--- src/rtl/cnt_dwn_ctrl.sv ---
// rtl/cnt_dwn_ctrl.sv - load/prescale/decrement sequencer for an external 4-bit down-counter
// Optional: CNT_DWN_CTRL_RELOAD_EN reloads the held value on every zero and keeps running until abort.
module cnt_dwn_ctrl #(
  parameter int DIV   = 4,
  parameter int DIV_W = 8
) (
  input  logic       clk,
  input  logic       rst,
  input  logic       req_valid,
  output logic       req_ready,
  input  logic [3:0] req_val,
  input  logic       abort,
  output logic [3:0] cnt_in,
  output logic       cnt_latch,
  output logic       cnt_dec,
  input  logic       cnt_zero,
  output logic       busy,
  output logic       done
);

  typedef enum logic [1:0] {S_IDLE, S_LOAD, S_RUN, S_DONE} state_t;

  localparam logic [DIV_W-1:0] LP_PRESC_LAST = DIV_W'(DIV - 1);

  state_t           r_state;
  state_t           w_next;
  logic [3:0]       r_val;
  logic [DIV_W-1:0] r_presc;
  logic             w_presc_last;

  assign w_presc_last = (r_presc == LP_PRESC_LAST);

  always_ff @(posedge clk or posedge rst) begin
    if (rst) r_state <= S_IDLE;
    else     r_state <= w_next;
  end

  // abort outranks zero-detect in RUN
  always_comb begin
    w_next = r_state;
    case (r_state)
      S_IDLE: if (req_valid) w_next = S_LOAD;
      S_LOAD: w_next = abort ? S_IDLE : S_RUN;
      S_RUN: begin
        if (abort)         w_next = S_IDLE;
`ifdef CNT_DWN_CTRL_RELOAD_EN
        else if (cnt_zero) w_next = S_LOAD;
`else
        else if (cnt_zero) w_next = S_DONE;
`endif
      end
      S_DONE:  w_next = S_IDLE;
      default: w_next = S_IDLE;
    endcase
  end

  always_ff @(posedge clk or posedge rst) begin
    if (rst) begin
      r_val   <= 4'd0;
      r_presc <= '0;
    end else begin
      if (r_state == S_IDLE && req_valid) r_val <= req_val;
      if (r_state == S_LOAD)
        r_presc <= '0;
      else if (r_state == S_RUN)
        r_presc <= w_presc_last ? '0 : r_presc + DIV_W'(1);
    end
  end

`ifdef CNT_DWN_CTRL_RELOAD_EN
  // marks a LOAD entered from RUN so the reload cycle doubles as the done pulse
  logic r_reload;

  always_ff @(posedge clk or posedge rst) begin
    if (rst)                                      r_reload <= 1'b0;
    else if (r_state == S_RUN && w_next == S_LOAD) r_reload <= 1'b1;
    else if (r_state == S_IDLE)                   r_reload <= 1'b0;
  end
`endif

  always_comb begin
    req_ready = (r_state == S_IDLE);
    cnt_in    = r_val;
    cnt_latch = (r_state == S_LOAD);
    cnt_dec   = (r_state == S_RUN) && w_presc_last && !cnt_zero && !abort;
    busy      = (r_state == S_LOAD) || (r_state == S_RUN);
`ifdef CNT_DWN_CTRL_RELOAD_EN
    done      = (r_state == S_LOAD) && r_reload;
`else
    done      = (r_state == S_DONE);
`endif
  end

endmodule
--- config.mk ---
export PLATFORM = sky130hd
export DESIGN_NAME = cnt_dwn_ctrl
export DESIGN_NICKNAME = d
export VERILOG_FILES = /design/src/rtl/cnt_dwn_ctrl.sv
export SDC_FILE = /design/constraint.sdc
export NUM_CORES = 1
export LEC_CHECK = 0
export ABC_AREA = 1
export BUFFER_PORTS_ARGS = -buffer_cell sky130_fd_sc_hd__buf_2
export CAP_MARGIN = 25
export CORE_MARGIN = 4
export CORE_UTILIZATION = 47
export DETAILED_ROUTE_END_ITERATION = 8
export PLACE_DENSITY = 0.73
export RECOVER_POWER = 25
export SLEW_MARGIN = 20
export SYNTH_ARGS = -nofsm -noshare
export SYNTH_HDL_FRONTEND = slang
export SYNTH_SLANG_ARGS = --single-unit
--- constraint.sdc ---
create_clock -name clk -period 1.5 [get_ports clk]
set_input_delay 0.15 -clock clk [delete_from_list [all_inputs] [get_ports clk]]
set_output_delay 0.15 -clock clk [all_outputs]
set_load 0.005 [all_outputs]
**After elaboration in Yosys (flattened, before gate mapping)**

Index checks and enable logic that the tools add are counted.

- Add/subtract/negate cells: 1
- Equal/unequal tests: 6
- Muxes and demuxes: 8
- Reduce and logical (&&, ||, !) cells: 10

Operators with widths:

| cell | number |
|---|---|
| $mux W8 | 3 |
| $add A8 B1 Y8 const B | 1 |
| $eq A8 B2 Y1 const B | 1 |
| $mux W2 | 4 |
| $pmux W2 S4 | 1 |
| $eq A2 B2 Y1 const B | 2 |
| $logic_and A1 B1 Y1 | 4 |
| $ne A3 B3 Y1 const B | 1 |
| $eq A2 B1 Y1 const B | 1 |
| $logic_not A1 Y1 | 2 |
| $logic_not A2 Y1 | 1 |
| $ne A2 B2 Y1 const B | 1 |
| $reduce_and A2 Y1 | 1 |
| $reduce_bool A2 Y1 | 1 |
| $logic_or A1 B1 Y1 | 1 |

- Register bits: 14
- Bits of input ports: 9
- Output and inout bits: 9
- Word-level logic and storage cells: 28

**Depth between registers and ports, before layout**

Gate-level depths: netlist of run 1.

- Word-level depth: 4
- Gate-level depth with buffers: 9
- Mapped depth without buffers: 8

**Worst setup path before layout of run 1**

OpenSTA, ideal clock, no wires.

- Path kind: flip-flop to flip-flop
- Start: register r_state[0]
- End: register r_presc[3]
- Setup time: 121 ps
- Data arrival time: 1330 ps
- Data required time: 1379 ps
- Path slack: 49 ps
- Stages on the path, launching flop included: 8
- Path buffers: 1
- Period minus slack after synthesis: 1451 ps
- Cells stage by stage: dfrtp_1 > inv_1 > ha_1 > buf_2 > inv_4 > nor2_1 > xor2_1 > nor2_2

- Word-level cells in the longest chain between the ends: 2
- Elaborated cells on any way between the ends: 4
- Those cells by class: 2 x eq/ne; 1 x mux; 1 x reduce/logical

Ends and longest elaborated chain:

| item | line | RTL |
|---|---|---|
| from (decl) | 25 | `state_t r_state;` |
| from (signal assigned) | 35 | `else r_state <= w_next;` |
| $eq A2 B1 Y1 or $eq A2 B2 Y1 (tied branches) | 63, 65 |  |
| $mux W8 or $reduce_bool A2 Y1 (tied branches) | n/a |  |
| to (signal assigned) | 66 | `r_presc <= w_presc_last ? '0 : r_presc + DIV_W'(1);` |
| to (decl) | 28 | `logic [DIV_W-1:0] r_presc;` |

Several ways; a longest one is shown, not always the timed one.
A chain may end at the register's enable or synchronous reset.

**Final worst setup path of run 1**

- Start: register r_state[0]
- End: output cnt_dec

- Word-level cells in the longest chain between the ends: 4

Ends and longest elaborated chain:

| item | line | RTL |
|---|---|---|
| $eq A2 B2 Y1 | 85 | `cnt_dec = (r_state == S_RUN) && w_presc_last && !cnt_zero && !abort;` |
| $logic_and A1 B1 Y1 (3 in a row) | 85 |  |
| to (decl) | 15 | `output logic cnt_dec,` |

No other way between the ends.

==> flow_summary.ini, run 1 <==
[run_status]
outcome = complete, but fails checks
violations = negative setup slack

[sta]
slew_headroom = 0.641
setup_viol = 1
setup-tns-final_ns = -0.0147
worst_pin_slew_ns = 0.538
clock_skew_ns = 0.000622
setup_ws_ns = -0.0147
period_share = 1.01
hold_ws_ns = 0.0978
hold_violations = 0
clock.fmax_mhz = 660
rsz0062_at_grt = yes
slew_viol_final = 0
finalCriticalPeriod_ns = 1.51

[logic_synthesis]
syn-num-nets = 113
ys_async_sr_fraction = 1.00
ys_warn_count = 0
syn-cell-area_sq_um = 850
synth_largest_area_cell = dfrtp_1
ys_ff_latch = 14
synth_top_area_share = 0.412
netlist_top_cells_count = nand2_1, dfrtp_1, inv_1, nor2_2, ha_1
synth_edf_count = 0
synth_area_leaders = dfrtp_1, nand2_1, ha_1
yosysMostFrequentCell = nand2_1
ys_types = 20
ys.flop_type = dfrtp_1
seq_area_frac_synth = 0.412
synth_cells = 97
synth_area_per_cell_sq_um = 8.76

[worst_setup_path]
worst-r2r-cell-count = 6
max_stage_delay_ns = 0.40
worstPathArrival_ns = 1.36
path_max_fanout = 3
cp_data_required_time_ns = 1.35
critPathSlowestCell = dfrtp_1
path_cells = inv_2 > ha_2 > nand2_1 > nor3_2 > buf_2
cp-end-kind = output port
path_class = reg2out
worst_setup_path_start_kind = flop

[floorplan]
num_rows = 15
die-area_sq_mm = 0.00255
ioPinCount = 18
die_h_um = 50.5
coreArea_sq_mm = 0.00173
start_util = 0.492
die_w_um = 50.5

[cts]
clock-root-buffer = clkbuf_4
clkSlewWorstSetupHoldPaths_ns = 0.08
cts_tree = built
cts_max_path_buffers = 2
h-tree-depth = 1
cts_buffers = 3
clock_sinks = 14
insertion_delay_ns = 0.28

[drt]
ant_nets = 0
highest_layer = met4
avgViaCountPerCell = 4.68
routedWlPerCell_um = 11.4
wl_met3_um = 68
route.met2.wl_um = 788
dr.pass1.iters = 4
drt_iter0_drc = 7
vias = 674
wl_met1_um = 762
drc_errors = 0
wl_um = 1640

[global_routing]
grt_overflow = 0
grt_pass1_wl_um = 2850
grtUsageTotal = 0.146
grt_max_degree = 15
antenna_found_initial = 0
grt_pass1_vias = 704

[hold_path]
min_path_cells = 2
hp-class = in2reg

[power_and_ir_drop]
total_power_mw = 1.80
powerDensity_mw_per_mm2 = 1760
power.leakage_nw = 0.492
ir_worst_vdd_mv = 1.62

[cells_and_area]
drive_gt1_frac = 0.387
synthToLayoutAreaGrowth_pct = 19.9
diodes = 0
nets = 137
layoutNonFillerInstCount = 144

[placed_design]
gp_congestion = 0.748
pre_cts_ws_ns = 0.0456
io_buffers = 17
dp.cells = 140
hpwl_um = 1280

[job]
maxCapViolCount = 0
[registers in the layout, indices dropped and copies added, names as in the netlist]
| signal | cells |
|---|---|
| r_presc | 8 |
| cnt_in | 4 |
| r_state | 2 |
[placed cells by master (no fill, tap or decap), drive strengths merged]
| master | n |
|---|---|
| nand2 | 24 |
| buf | 18 |
| nor2 | 17 |
| dfrtp | 14 |
| inv | 13 |
| ha | 7 |
| nand3 | 7 |
| mux2 | 4 |
| clkbuf | 4 |
| xor2 | 2 |
| xnor2 | 2 |
| o21ai | 2 |
| nor3 | 1 |
| nand4 | 1 |
| o31ai | 1 |
| a21oi | 1 |
| dlygate4sd3 | 1 |
[repair_timing]
action	4_1_cts	5_1_grt
setup endpoints to repair	1	6
endpoints found under the hold margin	14	0
gates resized for setup	4	1
hold buffers	1	0
setup buffers	0	0
[final cells by class]
cell class              count  area (sq um)
fillers                   161           708
multi-input cells          69           453
repair buffers             20           109
clock buffers               3          22.5
inverters                  13          51.3
well taps                  25          31.3
flip-flops and latches     14           352
[metal layers]
layer	vias up	track usage
met5	-	0
met4	0	0.0673
met3	4	0.0237
met2	15	0.243
met1	311	0.183
li1	344	-
[kinds of logic (layout without fill, tap and decap cells)]
family                   Yosys count  after routing  share of synthesized area
multiplexers                       4              4                     0.0530
XOR/XNOR                           4              4                     0.0412
flip-flops                        14             14                      0.412
AND/OR/NAND/NOR                   50             50                      0.297
adder cells (fa/ha/maj)            7              7                      0.103
AO/OA/AOI/OAI                      4              4                     0.0265
buffers and inverters             14             36                     0.0663
[metrics by stage]
stage / util / area [sq um]
global placement: 0.565 / 976
finish: 0.590 / 1020
floorplan: - / 850
global route: 0.590 / 1020
detailed placement: 0.565 / 976
CTS: 0.589 / 1020
[power breakdown]
part           leakage [nW]  internal, mW  switching [mW]  total, mW
sequential            0.180         0.502          0.0989      0.601
clock                0.0138        0.0932           0.119      0.212
combinational         0.298         0.428           0.554      0.983
[worst max-delay path, delay by kind of cell, from the launching register on]
family,cells,cell delay [ns]
buffers and inverters,2,0.21
AND/OR/NAND/NOR,2,0.27
flip-flops,1,0.40
adder cells (fa/ha/maj),1,0.20
[path summary, 6_finish.rpt]
path | startpoint | endpoint | slack (ns)
max | r_state[0] | cnt_dec | -0.01
min | req_val[3] | cnt_in[3] | 0.1
max reg2reg | r_state[1] | r_presc[3] | 0.05
min reg2reg | cnt_in[0] | cnt_in[0] | 0.51
max in group asynchronous | rst | r_presc[0] | 0.64
min in group asynchronous | rst | r_presc[2] | 0.47
Power figures use the tool's default switching activity.
==> run 2, diff against run 1 <==
--- a/config.mk
+++ b/config.mk
@@ -14,4 +14,5 @@
 export PLACE_DENSITY = 0.73
 export RECOVER_POWER = 25
+export REMOVE_ABC_BUFFERS = 1
 export SLEW_MARGIN = 20
 export SYNTH_ARGS = -nofsm -noshare
==> constraint.sdc (replaced) <==
create_clock -name clk -period 1.5 [get_ports clk]
set_input_delay 0.225 -clock clk [delete_from_list [all_inputs] [get_ports clk]]
set_output_delay 0.225 -clock clk [all_outputs]
set_load 0.005 [all_outputs]
==> flow_summary.ini, run 2 (synthesis results as in run 1) <==
[cells_and_area]
drive_gt1_frac = 0.449
final_area_sq_mm = 0.00111
diodes = 0
nets = 145
synthToLayoutAreaGrowth_pct = 31.1
final_common_cell = nand2_1
regMostFlops = r_presc
largest_register_ffs = 8
final_cell_mix = nand2_1, buf_2, dfrtp_1

[cts]
h-tree-depth = 1
insertion_delay_ns = 0.28
clkSlewWorstSetupHoldPaths_ns = 0.08
cts_tree = built
cts_buffers = 3
clock-root-buffer = clkbuf_4
clock_sinks = 14
cts_max_path_buffers = 2

[worst_setup_path]
path_class = reg2out
cp-end-kind = output port
cp_data_required_time_ns = 1.27
path_max_fanout = 4
max_stage_delay_ns = 0.43
critPathSlowestCell = dfrtp_1
path_cells = nor2_1 > nand2_1 > nor3_2 > buf_2
worstPathArrival_ns = 1.26
worst_setup_path_start_kind = flop

[global_routing]
antenna_found_initial = 0
grt_max_degree = 15
grt_pass1_vias = 729
grt_overflow = 0
grtUsageTotal = 0.165
grt_pass1_wl_um = 3170

[drt]
avgViaCountPerCell = 4.82
dr.pass1.iters = 4
drc_errors = 0
vias = 732
wl_um = 1850
drt_iter0_drc = 11
ant_nets = 0
routedWlPerCell_um = 12.2

[floorplan]
die_h_um = 50.5
die_w_um = 50.5
coreArea_sq_mm = 0.00173
start_util = 0.492
die-area_sq_mm = 0.00255
ioPinCount = 18
num_rows = 15

[sta]
setup_ws_ns = 0.0156
slew_viol_final = 0
finalCriticalPeriod_ns = 1.48
rsz0062_at_grt = yes
hold_violations = 0
clock_skew_ns = 0.00103
setup_viol = 0
period_share = 0.990
slew_headroom = 0.637
worst_pin_slew_ns = 0.544
clock.fmax_mhz = 674

[power_and_ir_drop]
ir_worst_vdd_mv = 0.965
power.leakage_nw = 0.542
powerDensity_mw_per_mm2 = 1870

[run_status]
outcome = finished, final reports clean

[job]
maxCapViolCount = 0

[placed_design]
hpwl_um = 1290
io_buffers = 17
gp_congestion = 0.810
pre_cts_ws_ns = 0.0231
dpl_cell_area_sq_um = 983

[hold_path]
hp-class = in2reg
[run 2: path summary, 6_finish.rpt]
path / startpoint / end / slack (ns) / cells past startpoint
setup / recovery: r_presc[4] / cnt_dec / 0.02 / 4
hold / removal: req_val[0] / cnt_in[0] / 0.17 / 2
setup reg to reg: r_state[1] / r_presc[3] / 0.09 / 7
hold reg to reg: cnt_in[0] / cnt_in[0] / 0.51 / 1
max in group asynchronous: rst / r_presc[3] / 0.62 / 3
min in group asynchronous: rst / r_presc[2] / 0.53 / 3
[run 2: timing repair]
item / CTS / global route
pin swaps: 4 / 1
hold buffers: 1 / 0
gates cloned: 0 / 0
resized for setup: 8 / 3
endpoints found under the setup margin: 2 / 3
endpoints found under the hold margin: 14 / 0
buffers inserted: 7 / 0
[run 2: power breakdown]
| group | internal, mW | switching, mW | total, mW |
|---|---|---|---|
| clock network | 0.0932 | 0.121 | 0.214 |
| logic | 0.629 | 0.658 | 1.29 |
| registers | 0.500 | 0.0785 | 0.578 |
[run 2: per-layer routing]
layer  global-route usage  up-vias  share of wire
met5                    0        -              0
met4               0.0717        0          0.012
met3               0.0178        4          0.042
met2                0.278       24           0.50
met1                0.213      341           0.45
li1                     -      363              -
[run 2: worst max-delay path: cells and delay by family, from the launching register on]
family        cells  cell delay [ns]
flops             1             0.43
simple gates      3             0.41
buf+inv           1             0.13
[run 2: layout make-up]
type                            count  area (sq um)
Fill cell                         144           613
Multi-Input combinational cell     69           478
Sequential cell                    14           350
Timing Repair Buffer               28           180
Inverter                           13          51.3
Tap cell                           25          31.3
Clock buffer                        3          22.5
[run 2: metrics by stage]
step | total power, mW | setup TNS [ns] | std cells | util | hold WS, ns
global placement | 1.55 | 0 | 141 | 0.570 | 0.293
finish | 2.08 | 0 | 152 | 0.645 | 0.170
detailed placement | 1.59 | 0 | 141 | 0.570 | 0.302
floorplan | 1.25 | 0 | 96 | - | 0.114
CTS | 2.00 | 0 | 152 | 0.638 | 0.167
global route | 2.25 | -0.0889 | 152 | 0.645 | 0.167
==> run 3, diff against run 2 <==
- PLACE_DENSITY: 0.73 -> 0.8
==> flow_summary.ini, run 3 (synthesis results as in run 1) <==
[cells_and_area]
final_cell_mix = nand2_1, buf_2, dfrtp_1, inv_1, nor2_2
final_common_cell = nand2_1
nets = 142
regMostFlops = r_presc
diodes = 0
largest_register_ffs = 8
fin_util = 0.641
drive_gt1_frac = 0.444
nFillCells = 146
final_area_sq_mm = 0.00111
synthToLayoutAreaGrowth_pct = 30.2

[worst_setup_path]
cp_data_required_time_ns = 1.27
worstPathArrival_ns = 1.30
worst-r2r-cell-count = 8
worst_setup_path_start_kind = flop
path_max_fanout = 3
path_class = reg2out
cp-end-kind = output port

[drt]
drc_errors = 0
avgViaCountPerCell = 4.89
routedWlPerCell_um = 12.9
vias = 728
drt_iter0_drc = 31
dr.pass1.iters = 4
ant_nets = 0
wl_um = 1920

[sta]
rsz0062_at_grt = yes
slew_viol_final = 0
clock.fmax_mhz = 655
slew_headroom = 0.647
hold_violations = 0
setup_ws_ns = -0.0266
clock_skew_ns = 0.00244
finalCriticalPeriod_ns = 1.53
worst_pin_slew_ns = 0.530
setup_viol = 1
period_share = 1.02

[cts]
cts_tree = built
clock-root-buffer = clkbuf_4
insertion_delay_ns = 0.28
cts_max_path_buffers = 2
h-tree-depth = 1
clock_sinks = 14
clkSlewWorstSetupHoldPaths_ns = 0.08
cts_buffers = 3

[placed_design]
io_buffers = 17
dpl_cell_area_sq_um = 983
hpwl_um = 1360
pre_cts_ws_ns = 0.0985
gp_congestion = 0.756

[floorplan]
coreArea_sq_mm = 0.00173
ioPinCount = 18
die_h_um = 50.5
die_w_um = 50.5
start_util = 0.492
num_rows = 15
die-area_sq_mm = 0.00255

[global_routing]
grt_max_degree = 15
antenna_found_initial = 0
grtUsageTotal = 0.178
grt_pass1_wl_um = 3400
grt_pass1_vias = 772
grt_overflow = 0

[power_and_ir_drop]
switching_share = 0.433
clockPowerShare = 0.105
power.internal_mw = 1.13
powerDensity_mw_per_mm2 = 1800
seq_power_share = 0.296
netSwitchingPower_uw = 864
power_frac_comb = 0.599
ir_worst_vdd_mv = 1.06
power.leakage_nw = 0.535

[job]
maxCapViolCount = 0

[run_status]
violations = negative setup slack
outcome = complete, but fails checks

[hold_path]
min_path_cells = 2
hp-class = in2reg
[run 3: cell types whose count changed in the layout (fill, tap and decap cells not counted), sizes merged]
| cell | change |
|---|---|
| buf | -3 |
[run 3: worst paths after layout]
check                      startpoint          to  slack [ns]
max                        r_state[0]     cnt_dec       -0.03
min                        req_val[1]   cnt_in[1]        0.18
max reg2reg                r_state[1]  r_presc[6]        0.05
min reg2reg                 cnt_in[1]   cnt_in[1]        0.51
max in group asynchronous         rst  r_presc[0]        0.58
min in group asynchronous         rst   cnt_in[2]        0.53
[run 3: final cells by class]
cell class,count,area (sq um),share of cell area
clock buffer,3,22.5,0.0204
tap,25,31.3,0.0283
multi-input combinational,69,497,0.449
sequential,14,353,0.319
timing repair buffer,25,151,0.137
inverter,13,51.3,0.0464
[run 3: critical path: stages (launching register included)]
cell and delay (ns):
dfrtp_1 0.39, inv_2 0.09, ha_4 0.16, nand2_4 0.07, nor3_4 0.17, buf_2 0.13
[run 3: power by group through the flow]
stage / Clock (mW) / Sequential [mW] / Combinational (mW)
after global routing: 0.231 / 0.605 / 1.31
final: 0.210 / 0.591 / 1.19
after global placement: 0 / 0.596 / 0.963
after CTS: 0.213 / 0.592 / 1.18
after floorplan: 0 / 0.601 / 0.645
after detailed placement: 0 / 0.604 / 1.01
[run 3: stage by stage]
step / std cells / setup TNS (ns) / hold slack (ns) / power (mW)
after CTS: 149 / -0.0666 / 0.175 / 1.98
after global placement: 141 / 0 / 0.282 / 1.56
after global routing: 149 / -0.269 / 0.170 / 2.15
after detailed placement: 141 / 0 / 0.291 / 1.61
after floorplan: 96 / 0 / 0.114 / 1.25
final: 149 / -0.0266 / 0.176 / 2.00
[run 3: layer usage]
layer,vias up,part of all wire,global-route usage
met5,-,0,0
met4,0,0.023,0.0852
met3,8,0.068,0.0267
met2,29,0.48,0.287
met1,329,0.43,0.231
li1,362,-,-
[run 3: repair_timing]
action / CTS / global route
hold buffers: 1 / 0
pin swaps: 2 / 0
resized for setup: 13 / 1
setup endpoints to repair: 2 / 5
cloned: 0 / 0
endpoints found under the hold margin: 14 / 0
buffers inserted: 4 / 0
